### config.mk
export PLATFORM = sky130hd
export DESIGN_NAME = clint_responder
export DESIGN_NICKNAME = d
export VERILOG_FILES = /design/src/rtl/clint_responder.sv
export SDC_FILE = /design/constraint.sdc
export NUM_CORES = 1
export LEC_CHECK = 0
export ABC_AREA = 1
export BUFFER_PORTS_ARGS = -buffer_cell sky130_fd_sc_hd__buf_4
export CELL_PAD_IN_SITES_DETAIL_PLACEMENT = 0
export CELL_PAD_IN_SITES_GLOBAL_PLACEMENT = 2
export CORE_AREA = 8 8 275 277
export CTS_BUF_LIST = sky130_fd_sc_hd__clkbuf_8
export DETAILED_ROUTE_END_ITERATION = 12
export DIE_AREA = 0 0 283 285
export PLACE_DENSITY = 0.88
export SYNTH_ARGS = -nofsm -noshare
export SYNTH_HDL_FRONTEND = slang
export SYNTH_SLANG_ARGS = --single-unit
### constraint.sdc
create_clock -name clk -period 5.7 [get_ports clk]
set_input_delay 0.855 -clock clk [delete_from_list [all_inputs] [get_ports clk]]
set_output_delay 0.855 -clock clk [all_outputs]
set_load 0.02 [all_outputs]
### src/rtl/clint_responder.sv
// CLINT target: msip, mtimecmp and a free-running mtime behind
// a single-outstanding valid/ready request/response channel.
module clint_responder #(
  parameter logic [63:0] BASE         = 64'h2000000,
  parameter int          RESP_LATENCY = 1,
  parameter int          TICK_DIV     = 1
) (
  input  logic        clk,
  input  logic        rst,
  input  logic        req_valid,
  output logic        req_ready,
  input  logic [63:0] req_addr,
  input  logic        req_we,
  input  logic [1:0]  req_size,
  input  logic        req_signed,
  input  logic [63:0] req_wdata,
  output logic        resp_valid,
  input  logic        resp_ready,
  output logic [63:0] resp_rdata,
  output logic        resp_err,
  output logic        mtip,
  output logic        msip_o
);

  typedef enum logic [1:0] {
    IDLE,
    WAIT,
    RESP
  } state_t;

  state_t state, state_n;
  logic   enter_resp;

  logic [63:0] mtime, mtimecmp;
  logic        msip;
  logic [31:0] tick_cnt, wait_cnt;
  logic        tick;

  logic [63:0] l_addr, l_wdata;
  logic        l_we, l_signed;
  logic [1:0]  l_size;

  logic [63:0] c_addr, c_wdata;
  logic        c_we, c_signed;
  logic [1:0]  c_size;

  logic [63:0] off, szmask, wmask, wval;
  logic [63:0] cur, raw, rext, merged;
  logic [5:0]  sh;
  logic        sel_msip, sel_cmp, sel_time;
  logic        misal, err, sbit;

  assign msip_o = msip;
  assign tick   = (tick_cnt == 32'(TICK_DIV - 1));

  // Live request while idle (latency-1 commits on the
  // handshake edge), latched copy afterwards.
  always_comb begin
    if (state == IDLE) begin
      c_addr   = req_addr;
      c_we     = req_we;
      c_size   = req_size;
      c_signed = req_signed;
      c_wdata  = req_wdata;
    end else begin
      c_addr   = l_addr;
      c_we     = l_we;
      c_size   = l_size;
      c_signed = l_signed;
      c_wdata  = l_wdata;
    end
  end

  // Decode, lane extraction and store merge.
  always_comb begin
    off      = c_addr - BASE;
    sel_msip = (off[63:3] == 61'h0);
    sel_cmp  = (off[63:3] == 61'h800);
    sel_time = (off[63:3] == 61'h17FF);
    sh       = {off[2:0], 3'b000};
    szmask   = '1;
    misal    = 1'b0;
    unique case (c_size)
      2'd0: szmask = 64'hFF;
      2'd1: begin
        szmask = 64'hFFFF;
        misal  = off[0];
      end
      2'd2: begin
        szmask = 64'hFFFF_FFFF;
        misal  = |off[1:0];
      end
      default: begin
        szmask = '1;
        misal  = |off[2:0];
      end
    endcase
    err = misal | ~(sel_msip | sel_cmp | sel_time);
    cur = mtime;
    unique case (1'b1)
      sel_msip: cur = {63'b0, msip};
      sel_cmp:  cur = mtimecmp;
      default:  cur = mtime;
    endcase
    raw  = (cur >> sh) & szmask;
    sbit = 1'b0;
    unique case (c_size)
      2'd0:    sbit = raw[7];
      2'd1:    sbit = raw[15];
      2'd2:    sbit = raw[31];
      default: sbit = 1'b0;
    endcase
    rext   = (c_signed && sbit) ? (raw | ~szmask) : raw;
    wmask  = szmask << sh;
    wval   = (c_wdata & szmask) << sh;
    merged = (cur & ~wmask) | wval;
  end

  // FSM state register.
  always_ff @(posedge clk) begin
    if (rst) state <= IDLE;
    else     state <= state_n;
  end

  // FSM next state and handshake outputs.
  always_comb begin
    state_n    = state;
    req_ready  = 1'b0;
    resp_valid = 1'b0;
    enter_resp = 1'b0;
    unique case (state)
      IDLE: begin
        req_ready = 1'b1;
        if (req_valid) begin
          if (RESP_LATENCY > 1) begin
            state_n = WAIT;
          end else begin
            state_n    = RESP;
            enter_resp = 1'b1;
          end
        end
      end
      WAIT: begin
        if (wait_cnt == 32'(RESP_LATENCY - 2)) begin
          state_n    = RESP;
          enter_resp = 1'b1;
        end
      end
      RESP: begin
        resp_valid = 1'b1;
        if (resp_ready) state_n = IDLE;
      end
      default: state_n = IDLE;
    endcase
  end

  // Timer, interrupt, request latch and commit on RESP entry.
  always_ff @(posedge clk) begin
    if (rst) begin
      mtime      <= '0;
      mtimecmp   <= '1;
      msip       <= 1'b0;
      mtip       <= 1'b0;
      tick_cnt   <= '0;
      wait_cnt   <= '0;
      resp_rdata <= '0;
      resp_err   <= 1'b0;
      l_addr     <= '0;
      l_we       <= 1'b0;
      l_size     <= '0;
      l_signed   <= 1'b0;
      l_wdata    <= '0;
    end else begin
      mtip     <= (mtime >= mtimecmp);
      tick_cnt <= tick ? '0 : tick_cnt + 32'd1;
      if (tick) mtime <= mtime + 64'd1;
      wait_cnt <= (state == WAIT) ? wait_cnt + 32'd1 : '0;
      if (req_valid && req_ready) begin
        l_addr   <= req_addr;
        l_we     <= req_we;
        l_size   <= req_size;
        l_signed <= req_signed;
        l_wdata  <= req_wdata;
      end
      if (enter_resp) begin
        resp_err   <= err;
        resp_rdata <= (err || c_we) ? '0 : rext;
        // a store to mtime overrides the tick above
        if (c_we && !err) begin
          if (sel_msip) msip     <= merged[0];
          if (sel_cmp)  mtimecmp <= merged;
          if (sel_time) mtime    <= merged;
        end
      end
    end
  end

endmodule

==> results.md <==
- Num CTS Buffers: 73
- Largest family of logic cells by synthesized area: simple AND/OR/NAND/NOR gates
- Clock root cell: clkbuf_8
- GRT Resource Usage Total: 0.2629
- Setup CP Type: flip-flop to flip-flop
- Worst Hold Slack: 0.4282 ns
- Antenna violations before repair: 1
- Area of the core: 71000 sq um
- Die W: 283 microns
- Netlist cell types: between 50 and 60
- Layout area overhead: 16.23%
- Fill cells: 7774
- Largest net degree at the start of global routing: about 130
- Mapped Nets: 4217
- HPWL Detailed: between 80000 and 90000 microns
- Power density cells: approximately 250 nW/um^2
- RePlAce Congestion: 0.9895
- Period utilization: 0.8967
- Synth Area per Inst: 6.129 sq um
- Crit path DAT: 5.72 ns
- Vias post-DR: ~28k
- Die Area: about 80000 sq um
- Die H: roughly 290 microns
- Worst vdd ir: approximately 0.15 mV
- CTS tree: yes
- R2R Setup Slk: around 0.6 ns
- CTS max path bufs: 3
- Leak: 13.05 nW
- CTS Sinks: 360
- Hold Path Class: input port to flip-flop
- Simple-Gate Fraction of Synth Area: 0.3167
- Req. time, crit path: 6.31 ns
- Later-pin clock latency in the skew report: 0.69 ns
- Fin. Hold Viols: 0
- Max-slew violations: 0
- Critical Path End Type: flip-flop
- Synth warnings: 0
- Sequential-to-total area share from yosys stat: 0.2929
- Vias per cell: 5.435
- Final min period: 5.111 ns
- Setup crit start kind: flip-flop
- # hold bufs at CTS: 0
- # port buffers: 204
- Ys async rst share: 0
- DR iter-0 viols: slightly below 3k
- Congestion Overflow GR: 0
- Nets: 4336
- Crit-path max FO: 37
- Slew Limit Headroom: 0.2625
- PostCTS Resize Cnt: 0
- Post-synth EDFFs: 0
- Slew @ Worst Pin: roughly 1.1 ns
- Synth Flop Type: dfxtp_1
- Pwr Total: roughly 7.1 mW
- Postcts setup bufs: 0
- Row Count: 98
- Cells after Synth: 4014
- RSZ-0062 raised after global routing: no
- Synth Area in Compound Gates: 0.2244
- Post-DRT Antenna Nets: 0
- Max-Cap Viols: 0
- Synthesized flop and latch total: 360
- Dpl cell area: between 20000 and 30000 sq um
- Starting Density: 0.3466
- # DRC: 0
- DR pass1 iterations: 6
- Adder-cell share of the synthesized area: 0.03407
- Clk slew on worst S/H paths: 0.06 ns
- Final WL: 111100 microns
- Top-level port count: between 200 and 250
- Layout cells sized above 1: 0.1052
- Clock skew: 0.04560 ns
- Post-synthesis mux area share: 0.005289
- CTS H-tree lvls: 3
- # setup viols final: 0
- Number of global-route vias before repair: 26.26k
- Total Neg Setup Slack: 0 ns
- Peak Freq: between 0.15 and 0.2 GHz
- Post-route cell area: 28600 sq um
- Status: finished clean
- Synth Area in XOR/XNOR: 0.02243
- First-pass GRT wire length: 166700 microns
- Cell area after synthesis: 24600 sq um
- DR WL/cell: 21.63 microns
==> Yosys cell counts (6+ instances only) <==
| cell type | number | share of area |
|---|---|---|
| clkbuf_1 | 161 | 0.025 |
| a21oi_1 | 338 | 0.069 |
| nand2_1 | 1119 | 0.17 |
| a31oi_1 | 29 | 0.0074 |
| nor2_1 | 351 | 0.054 |
| buf_1 | 31 | 0.0047 |
| ha_1 | 67 | 0.034 |
| mux2i_1 | 13 | 0.0053 |
| buf_6 | 8 | 0.0037 |
| o211ai_1 | 103 | 0.031 |
| xnor2_1 | 14 | 0.0050 |
| nand3b_1 | 9 | 0.0027 |
| o22ai_1 | 26 | 0.0066 |
| nor3_1 | 62 | 0.013 |
| a221oi_1 | 9 | 0.0032 |
| nor2_2 | 8 | 0.0020 |
| a22oi_1 | 13 | 0.0040 |
| o21ai_0 | 368 | 0.075 |
| nor4_1 | 34 | 0.0086 |
| nand3_1 | 207 | 0.042 |
| xor2_1 | 49 | 0.017 |
| a211oi_1 | 35 | 0.011 |
| inv_2 | 8 | 0.0012 |
| nand2_2 | 6 | 0.0015 |
| o21ai_1 | 19 | 0.0039 |
| nand4_1 | 55 | 0.014 |
| inv_1 | 412 | 0.063 |
| dfxtp_1 | 360 | 0.29 |
| or2_2 | 9 | 0.0023 |
| buf_2 | 26 | 0.0053 |
==> metal layers <==
metal	up-vias	GRT usage	wire length, microns
met5	-	0	0
met4	0	0.09973	4440
met3	218	0.04780	8607
met2	1153	0.4066	48040
met1	12950	0.3614	49990
li1	13590	-	-
==> placed cells by master (no fill, tap or decap), types with 6 or more instances in the layout <==
cell / netlist / layout
nand4_1: 55 / 55
nor2_1: 351 / 350
nor3_1: 62 / 62
a211oi_1: 35 / 35
nand2_1: 1119 / 1118
o21ai_0: 368 / 367
clkbuf_8: 0 / 96
or2_2: 9 / 9
mux2i_1: 13 / 13
o21ai_1: 19 / 19
xor2_1: 49 / 49
inv_1: 412 / 422
nor4_1: 34 / 34
xnor2_1: 14 / 14
buf_4: 4 / 268
a22oi_1: 13 / 13
a221oi_1: 9 / 9
a21oi_1: 338 / 338
a31oi_1: 29 / 29
inv_2: 8 / 10
clkinv_2: 0 / 7
nand3_1: 207 / 206
nand2_2: 6 / 6
nand3b_1: 9 / 9
o211ai_1: 103 / 103
ha_1: 67 / 67
buf_12: 0 / 6
nor2_2: 8 / 8
o22ai_1: 26 / 26
dfxtp_1: 360 / 359
==> worst paths after layout <==
path                            cells past startpoint              to          from
worst min register to register                      2       l_addr[6]     l_addr[6]
worst min-delay path                                3      l_wdata[4]  req_wdata[4]
worst max register to register                     20  resp_rdata[17]      state[1]
worst max-delay path                               20  resp_rdata[17]      state[1]
==> per-stage QoR <==
stage               utilization  setup slack, ns  cells
finish                   0.4028           0.5891   5135
floorplan                     -            2.134   4014
detailed placement       0.3807           0.5580   5008
CTS                      0.4027           0.6848   5133
global route             0.4028           0.1947   5134
global placement         0.3807           0.4063   5008
==> power by group <==
group,total [mW],switching [mW],internal (mW)
Sequential,2.63,0.0312,2.59
Combinational,1.53,1.11,0.418
Clock,2.93,1.28,1.65
Total,7.09,2.42,4.66
==> final cells by class <==
class | instances | area (sq um) | area share
Multi-Input combinational cell | 3000 | 14900 | 0.5209
Sequential cell | 360 | 7211 | 0.2522
Timing Repair Buffer | 274 | 2132 | 0.07456
Inverter | 424 | 1598 | 0.05587
Clock buffer | 96 | 1321 | 0.04620
Tap cell | 950 | 1189 | 0.04157
Clock inverter | 29 | 245.2 | 0.008576
Antenna cell | 2 | 5.005 | 0.0001750
==> cell families after synthesis <==
group / count (synthesis)
mux: 13
simple gates: 1879
buf+inv: 654
fa+ha+maj: 67
xor+xnor: 63
compound gates: 978
flops: 360
==> flip-flops by register name, indices dropped and copies added (netlist names), 2 cells and up <==
register,cells
mtime,64
l_wdata,64
l_size,2
resp_rdata,64
l_addr,64
tick_cnt,32
mtimecmp,64
==> critical path: stages (launching register included) <==
cell	delay (ns)
dfxtp_4	0.35
inv_2	0.42
buf_4	0.52
nand2_1	0.08
o21ai_0	0.20
inv_1	0.11
nand4_1	0.11
nor2_1	0.05
nand2_1	0.13
nor2_1	0.07
nand2_1	0.08
nor2_2	0.09
o21ai_4	0.85
inv_1	0.45
o22ai_1	0.52
o21ai_0	0.20
nand2_1	0.13
nand3_1	0.14
a21oi_1	0.32
nand2_1	0.09
a21oi_1	0.13
(Power assumes the default switching activity.)
